File: src/rtl/seg7_scan_driver.sv
// Four-digit multiplexed 7-segment driver: time-slotted anode scan, per-frame
// input snapshot, per-digit blank/blink/decimal point, registered active-low outputs.
module seg7_scan_driver #(
  parameter int REFRESH_DIV  = 100000,
  parameter int BLINK_FRAMES = 125
) (
  input  logic        clk,
  input  logic        rst,
  input  logic        en,
  input  logic [15:0] digits,
  input  logic [3:0]  dp_en,
  input  logic [3:0]  blank,
  input  logic [3:0]  blink_mask,
  output logic [3:0]  an,
  output logic [6:0]  seg,
  output logic        dp
);

  localparam int            CW      = $clog2(REFRESH_DIV);
  localparam logic [CW-1:0] CNT_MAX = CW'(REFRESH_DIV - 1);
  localparam logic [7:0]    FRM_MAX = 8'(BLINK_FRAMES - 1);

  logic [CW-1:0] cnt, cnt_nxt;
  logic [1:0]    idx, idx_nxt;
  logic [7:0]    frame_cnt, frame_cnt_nxt;
  logic          phase, phase_nxt;
  logic [15:0]   sh_digits, sh_digits_nxt;
  logic [3:0]    sh_dp, sh_dp_nxt;
  logic [3:0]    sh_blank, sh_blank_nxt;
  logic [3:0]    sh_mask, sh_mask_nxt;
  logic          tick, frame_end;

  logic          dark;
  logic [3:0]    cur_code;
  logic [3:0]    an_nxt;
  logic [6:0]    seg_nxt;
  logic          dp_nxt;

  function automatic logic [6:0] decode(input logic [3:0] code);
    case (code)
      4'h0: decode = 7'b1000000;
      4'h1: decode = 7'b1111001;
      4'h2: decode = 7'b0100100;
      4'h3: decode = 7'b0110000;
      4'h4: decode = 7'b0011001;
      4'h5: decode = 7'b0010010;
      4'h6: decode = 7'b0000010;
      4'h7: decode = 7'b1111000;
      4'h8: decode = 7'b0000000;
      4'h9: decode = 7'b0010000;
      4'hA: decode = 7'b0001000;
      4'hB: decode = 7'b0000011;
      4'hC: decode = 7'b1000110;
      4'hD: decode = 7'b0100001;
      4'hE: decode = 7'b0000110;
      default: decode = 7'b0001110;
    endcase
  endfunction

  always_comb begin
    tick          = (cnt == CNT_MAX);
    frame_end     = tick && (idx == 2'd3);
    cnt_nxt       = tick ? '0 : cnt + 1'b1;
    idx_nxt       = tick ? idx + 2'd1 : idx;
    frame_cnt_nxt = frame_cnt;
    phase_nxt     = phase;
    sh_digits_nxt = sh_digits;
    sh_dp_nxt     = sh_dp;
    sh_blank_nxt  = sh_blank;
    sh_mask_nxt   = sh_mask;
    if (frame_end) begin
      sh_digits_nxt = digits;
      sh_dp_nxt     = dp_en;
      sh_blank_nxt  = blank;
      sh_mask_nxt   = blink_mask;
      if (frame_cnt == FRM_MAX) begin
        frame_cnt_nxt = '0;
        phase_nxt     = ~phase;
      end else begin
        frame_cnt_nxt = frame_cnt + 8'd1;
      end
    end
  end

  // Outputs are built from the post-edge state so they move with idx and a
  // fresh snapshot shows up in the very slot it was captured for.
  always_comb begin
    cur_code = sh_digits_nxt[{idx_nxt, 2'b00} +: 4];
    dark     = !en || sh_blank_nxt[idx_nxt] || (sh_mask_nxt[idx_nxt] && phase_nxt);
    an_nxt   = 4'b1111;
    seg_nxt  = 7'b1111111;
    dp_nxt   = 1'b1;
    if (!dark) begin
      an_nxt  = ~(4'b0001 << idx_nxt);
      seg_nxt = decode(cur_code);
      dp_nxt  = ~sh_dp_nxt[idx_nxt];
    end
  end

  always_ff @(posedge clk or posedge rst) begin
    if (rst) begin
      cnt       <= '0;
      idx       <= 2'd0;
      frame_cnt <= 8'd0;
      phase     <= 1'b0;
      sh_digits <= 16'h0000;
      sh_dp     <= 4'b0000;
      sh_blank  <= 4'b1111;
      sh_mask   <= 4'b0000;
      an        <= 4'b1111;
      seg       <= 7'b1111111;
      dp        <= 1'b1;
    end else begin
      cnt       <= cnt_nxt;
      idx       <= idx_nxt;
      frame_cnt <= frame_cnt_nxt;
      phase     <= phase_nxt;
      sh_digits <= sh_digits_nxt;
      sh_dp     <= sh_dp_nxt;
      sh_blank  <= sh_blank_nxt;
      sh_mask   <= sh_mask_nxt;
      an        <= an_nxt;
      seg       <= seg_nxt;
      dp        <= dp_nxt;
    end
  end

endmodule

File: config.mk
export PLATFORM = sky130hd
export DESIGN_NAME = seg7_scan_driver
export DESIGN_NICKNAME = d
export VERILOG_FILES = /design/src/rtl/seg7_scan_driver.sv
export SDC_FILE = /design/constraint.sdc
export NUM_CORES = 1
export LEC_CHECK = 0
export CAP_MARGIN = 20
export CORE_MARGIN = 2
export CORE_UTILIZATION = 45
export DETAILED_ROUTE_END_ITERATION = 7
export PLACE_DENSITY_LB_ADDON = 0.08
export SYNTH_ARGS = -nofsm -noshare
export SYNTH_HDL_FRONTEND = slang
export SYNTH_SLANG_ARGS = --single-unit
File: constraint.sdc
create_clock -name clk -period 3.4 [get_ports clk]
set_clock_uncertainty 0.1 [all_clocks]
set_input_delay 0.68 -clock clk [delete_from_list [all_inputs] [get_ports clk]]
set_output_delay 0.68 -clock clk [all_outputs]
set_load 0.005 [all_outputs]
==> flow_summary.yaml <==
status:
  outcome: "finished clean"
worst_setup_path:
  worstPathRequired_ps: 3540
  critPathKind: "register to register"
  crit_arrival_ps: 3320
  r2r-start: "cnt[0]$_DFF_PP0_"
  crit_end: "seg[3]$_DFF_PP1_"
  startpoint_type: "register"
  cp_max_fo: 21
  reg2reg_to: "seg[3]$_DFF_PP1_"
  r2r_slack_ps: 220
  startpoint: "cnt[0]$_DFF_PP0_"
  rr_worst_depth: 11
  worst_setup_path_end_kind: "register"
floorplan:
  die_w_um: 94.2
  die_h_um: 94.2
  core_um2: 7810
  die-area_um2: 8870
  rows: 32
  start_util_pct: 46.9
  boundaryPins: 43
timing:
  layout_min_cycle_time_ps: 3180
  rsz0062_at_grt: "no"
  max_freq_mhz: 315
  worstMarginPinSlew_ps: 727
  finalHoldViolCount: 0
  timing.setup.tns_ps: 0
  final_max_slew_viol_count: 0
  post-route-period-util_pct: 93.4
  setup_viol: 0
  worst_slack_ps: 223
  max-slew-margin-rel_pct: 51.5
global_route:
  grt-ovfl-total: 0
  grt_pass1_wl_um: 13200
  antenna_found_initial: 0
  grt_max_degree: 37
  grt_pass1_vias: 2681
  grt_use_total_pct: 19.6
cells_and_area:
  final_nets: 443
  drive_above_1_share_pct: 18.7
  num_antenna_cells: 0
  utilization_pct: 56.7
  syn2layout_area_growth_pct: 21.0
synthesis:
  yosysWarnings: 0
  synth_nets: 393
  syn_area_um2: 3660
  synth.area.mux_share_pct: 14.0
  syn_inst: 352
  synth_top_family_by_area: "simple AND/OR/NAND/NOR gates"
  synthXorXnorAreaFrac_pct: 5.47
  yosys.area_share.simple_pct: 20.2
  synthAdderAreaFrac_pct: 3.42
  yosysSeqAreaShare_pct: 47.0
  synth_flop_cell: "dfrtp_1"
  synth.avg_cell_area_um2: 10.4
  yosysUniqueCellTypes: 54
  synth-seq-cells: 68
  synth_edf_count: 0
  async_flop_share_pct: 100
  synth_compound_area_share_pct: 6.39
routing:
  vias_per_cell: 5.20
  wire_per_inst_um: 15.2
  drt_pass1_iterations: 4
  drt_iter0_drc: 148
  drc: 0
  via_count: 2647
  drt_wl_total_um: 7760
  postRouteAntennaNets: 0
power:
  total_leakage_power_nw: 1.90
  ir_drop_uv: 198
  p_per_area_nw_per_um2: 344
clock_tree:
  ctsResizeCount: 0
  clockBufferDepth: 2
  clock_latency_ps: 340
  htreeDepth: 3
  cts_buffers: 9
  cts-root-buf: "clkbuf_8"
  clock-sinks: 68
  path_clk_slew_ps: 60
  postCtsSetupBuffers: 0
  hold_buffers: 0
  cts_tree: "yes"
place:
  place.gp.congestion: 0.805
  numPortBuffers: 42
  dp_worst_setup_slack_ps: 271
  dpl.hpwl_um: 5450
worst_hold_path:
  worst_hold_path_type: "register to register"
flow_run:
  max-cap-violations: 0
## layout by cell type (no fill, tap or decap), drive strengths merged, types with 8 or more instances in the layout
cell,n
buf,13
clkbuf,15
clkdlybuf4s50,42
dfrtp,52
dfstp,16
ha,10
inv,12
mux2,14
mux2i,16
mux4,8
nand2,86
nand3,9
nand4,11
nor2,22
xnor2,11
xor2,11
## synthesized netlist by cell type (2+ instances only)
library cell   n  share of area [%]
a21oi_1        5               0.68
buf_2          3               0.41
xnor2_1       10                2.4
o21ai_0        6               0.82
mux4_2         8                4.9
a221o_1        2               0.55
mux2_2        13                4.0
and3_1         3               0.51
inv_1         11                1.1
mux2i_1       15                4.1
o22ai_1        2               0.34
nand3_1        9                1.2
buf_4          3               0.62
nand2b_1       3               0.51
ha_1          10                3.4
clkbuf_1       7               0.72
nand2_1       85                8.7
dfrtp_1       52                 36
xor2_1        11                2.6
o211ai_1       2               0.41
o221ai_1       3               0.72
nand4_1       11                1.9
dfstp_2       16                 11
buf_1          2               0.21
nor2_1        22                2.3
and4_1         2               0.48
nor3_1         4               0.55
or3_1          6                1.0
## how the worst min path moves through the flow
stage	slack (ps)	to	start	depth (start not counted)
5_1_grt	390	sh_blank[1]$_DFF_PP1_	sh_blank[1]$_DFF_PP1_	2
4_1_cts	370	sh_blank[3]$_DFF_PP1_	sh_blank[3]$_DFF_PP1_	2
2_1_floorplan	340	sh_dp[3]$_DFF_PP0_	sh_dp[3]$_DFF_PP0_	2
3_5_place_dp	360	sh_dp[2]$_DFF_PP0_	sh_dp[2]$_DFF_PP0_	2
3_3_place_gp	360	sh_digits[5]$_DFF_PP0_	sh_digits[5]$_DFF_PP0_	2
6_report	370	sh_blank[3]$_DFF_PP1_	sh_blank[3]$_DFF_PP1_	2
## area by class of cell
| cell class | instances | area, µm² |
|---|---|---|
| Clock buffer | 15 | 186 |
| Tap cell | 102 | 128 |
| Fill cell | 708 | 3380 |
| Clock inverter | 1 | 5.00 |
| Sequential cell | 68 | 1720 |
| Timing Repair Buffer | 55 | 531 |
| Inverter | 12 | 45.0 |
| Multi-Input combinational cell | 256 | 1810 |
## per-layer routing
metal  wire, µm  track usage, %  up-vias
li1           -               -     1324
met1       3890            28.1     1265
met2       3520            29.0       50
met3        280            4.49        8
met4         73            6.76        0
met5          0               0        -
## flip-flops by register name (all words and copies together) (netlist names)
name       count
sh_dp          4
frame_cnt      8
idx            2
seg            7
sh_blank       4
cnt           17
phase          1
an             4
dp             1
sh_mask        4
sh_digits     16
## power breakdown
group / internal, mW / switching (mW) / total (mW)
Sequential: 0.817 / 0.00101 / 0.818
Combinational: 0.0437 / 0.0325 / 0.0762
Clock: 0.344 / 0.287 / 0.631
## critical path: stages, from the launching register on
cell      delay (ps)
dfrtp_1          380
ha_1             210
and4_1           260
and4_4           440
nand2_4          150
mux4_2           480
mux2i_4          250
inv_1            140
ha_1             240
mux2_2           270
nand2_1           70
o211ai_1          80
## metrics by stage
stage	instances	power, mW	hold slack, ps	instance area (µm²)
floorplan	352	0.855	336	3660
global placement	493	0.910	356	4240
detailed placement	493	0.911	357	4240
CTS	509	1.55	372	4430
global route	509	1.59	386	4430
finish	509	1.53	370	4430
## cell families after synthesis
kind of cell / count (synthesis)
multiplexers: 38
XOR/XNOR: 22
AND/OR/NAND/NOR: 155
flip-flops: 68
adder cells (fa/ha/maj): 10
buffers and inverters: 28
AO/OA/AOI/OAI: 31
Note: power is estimated with default switching activity, not from simulation.
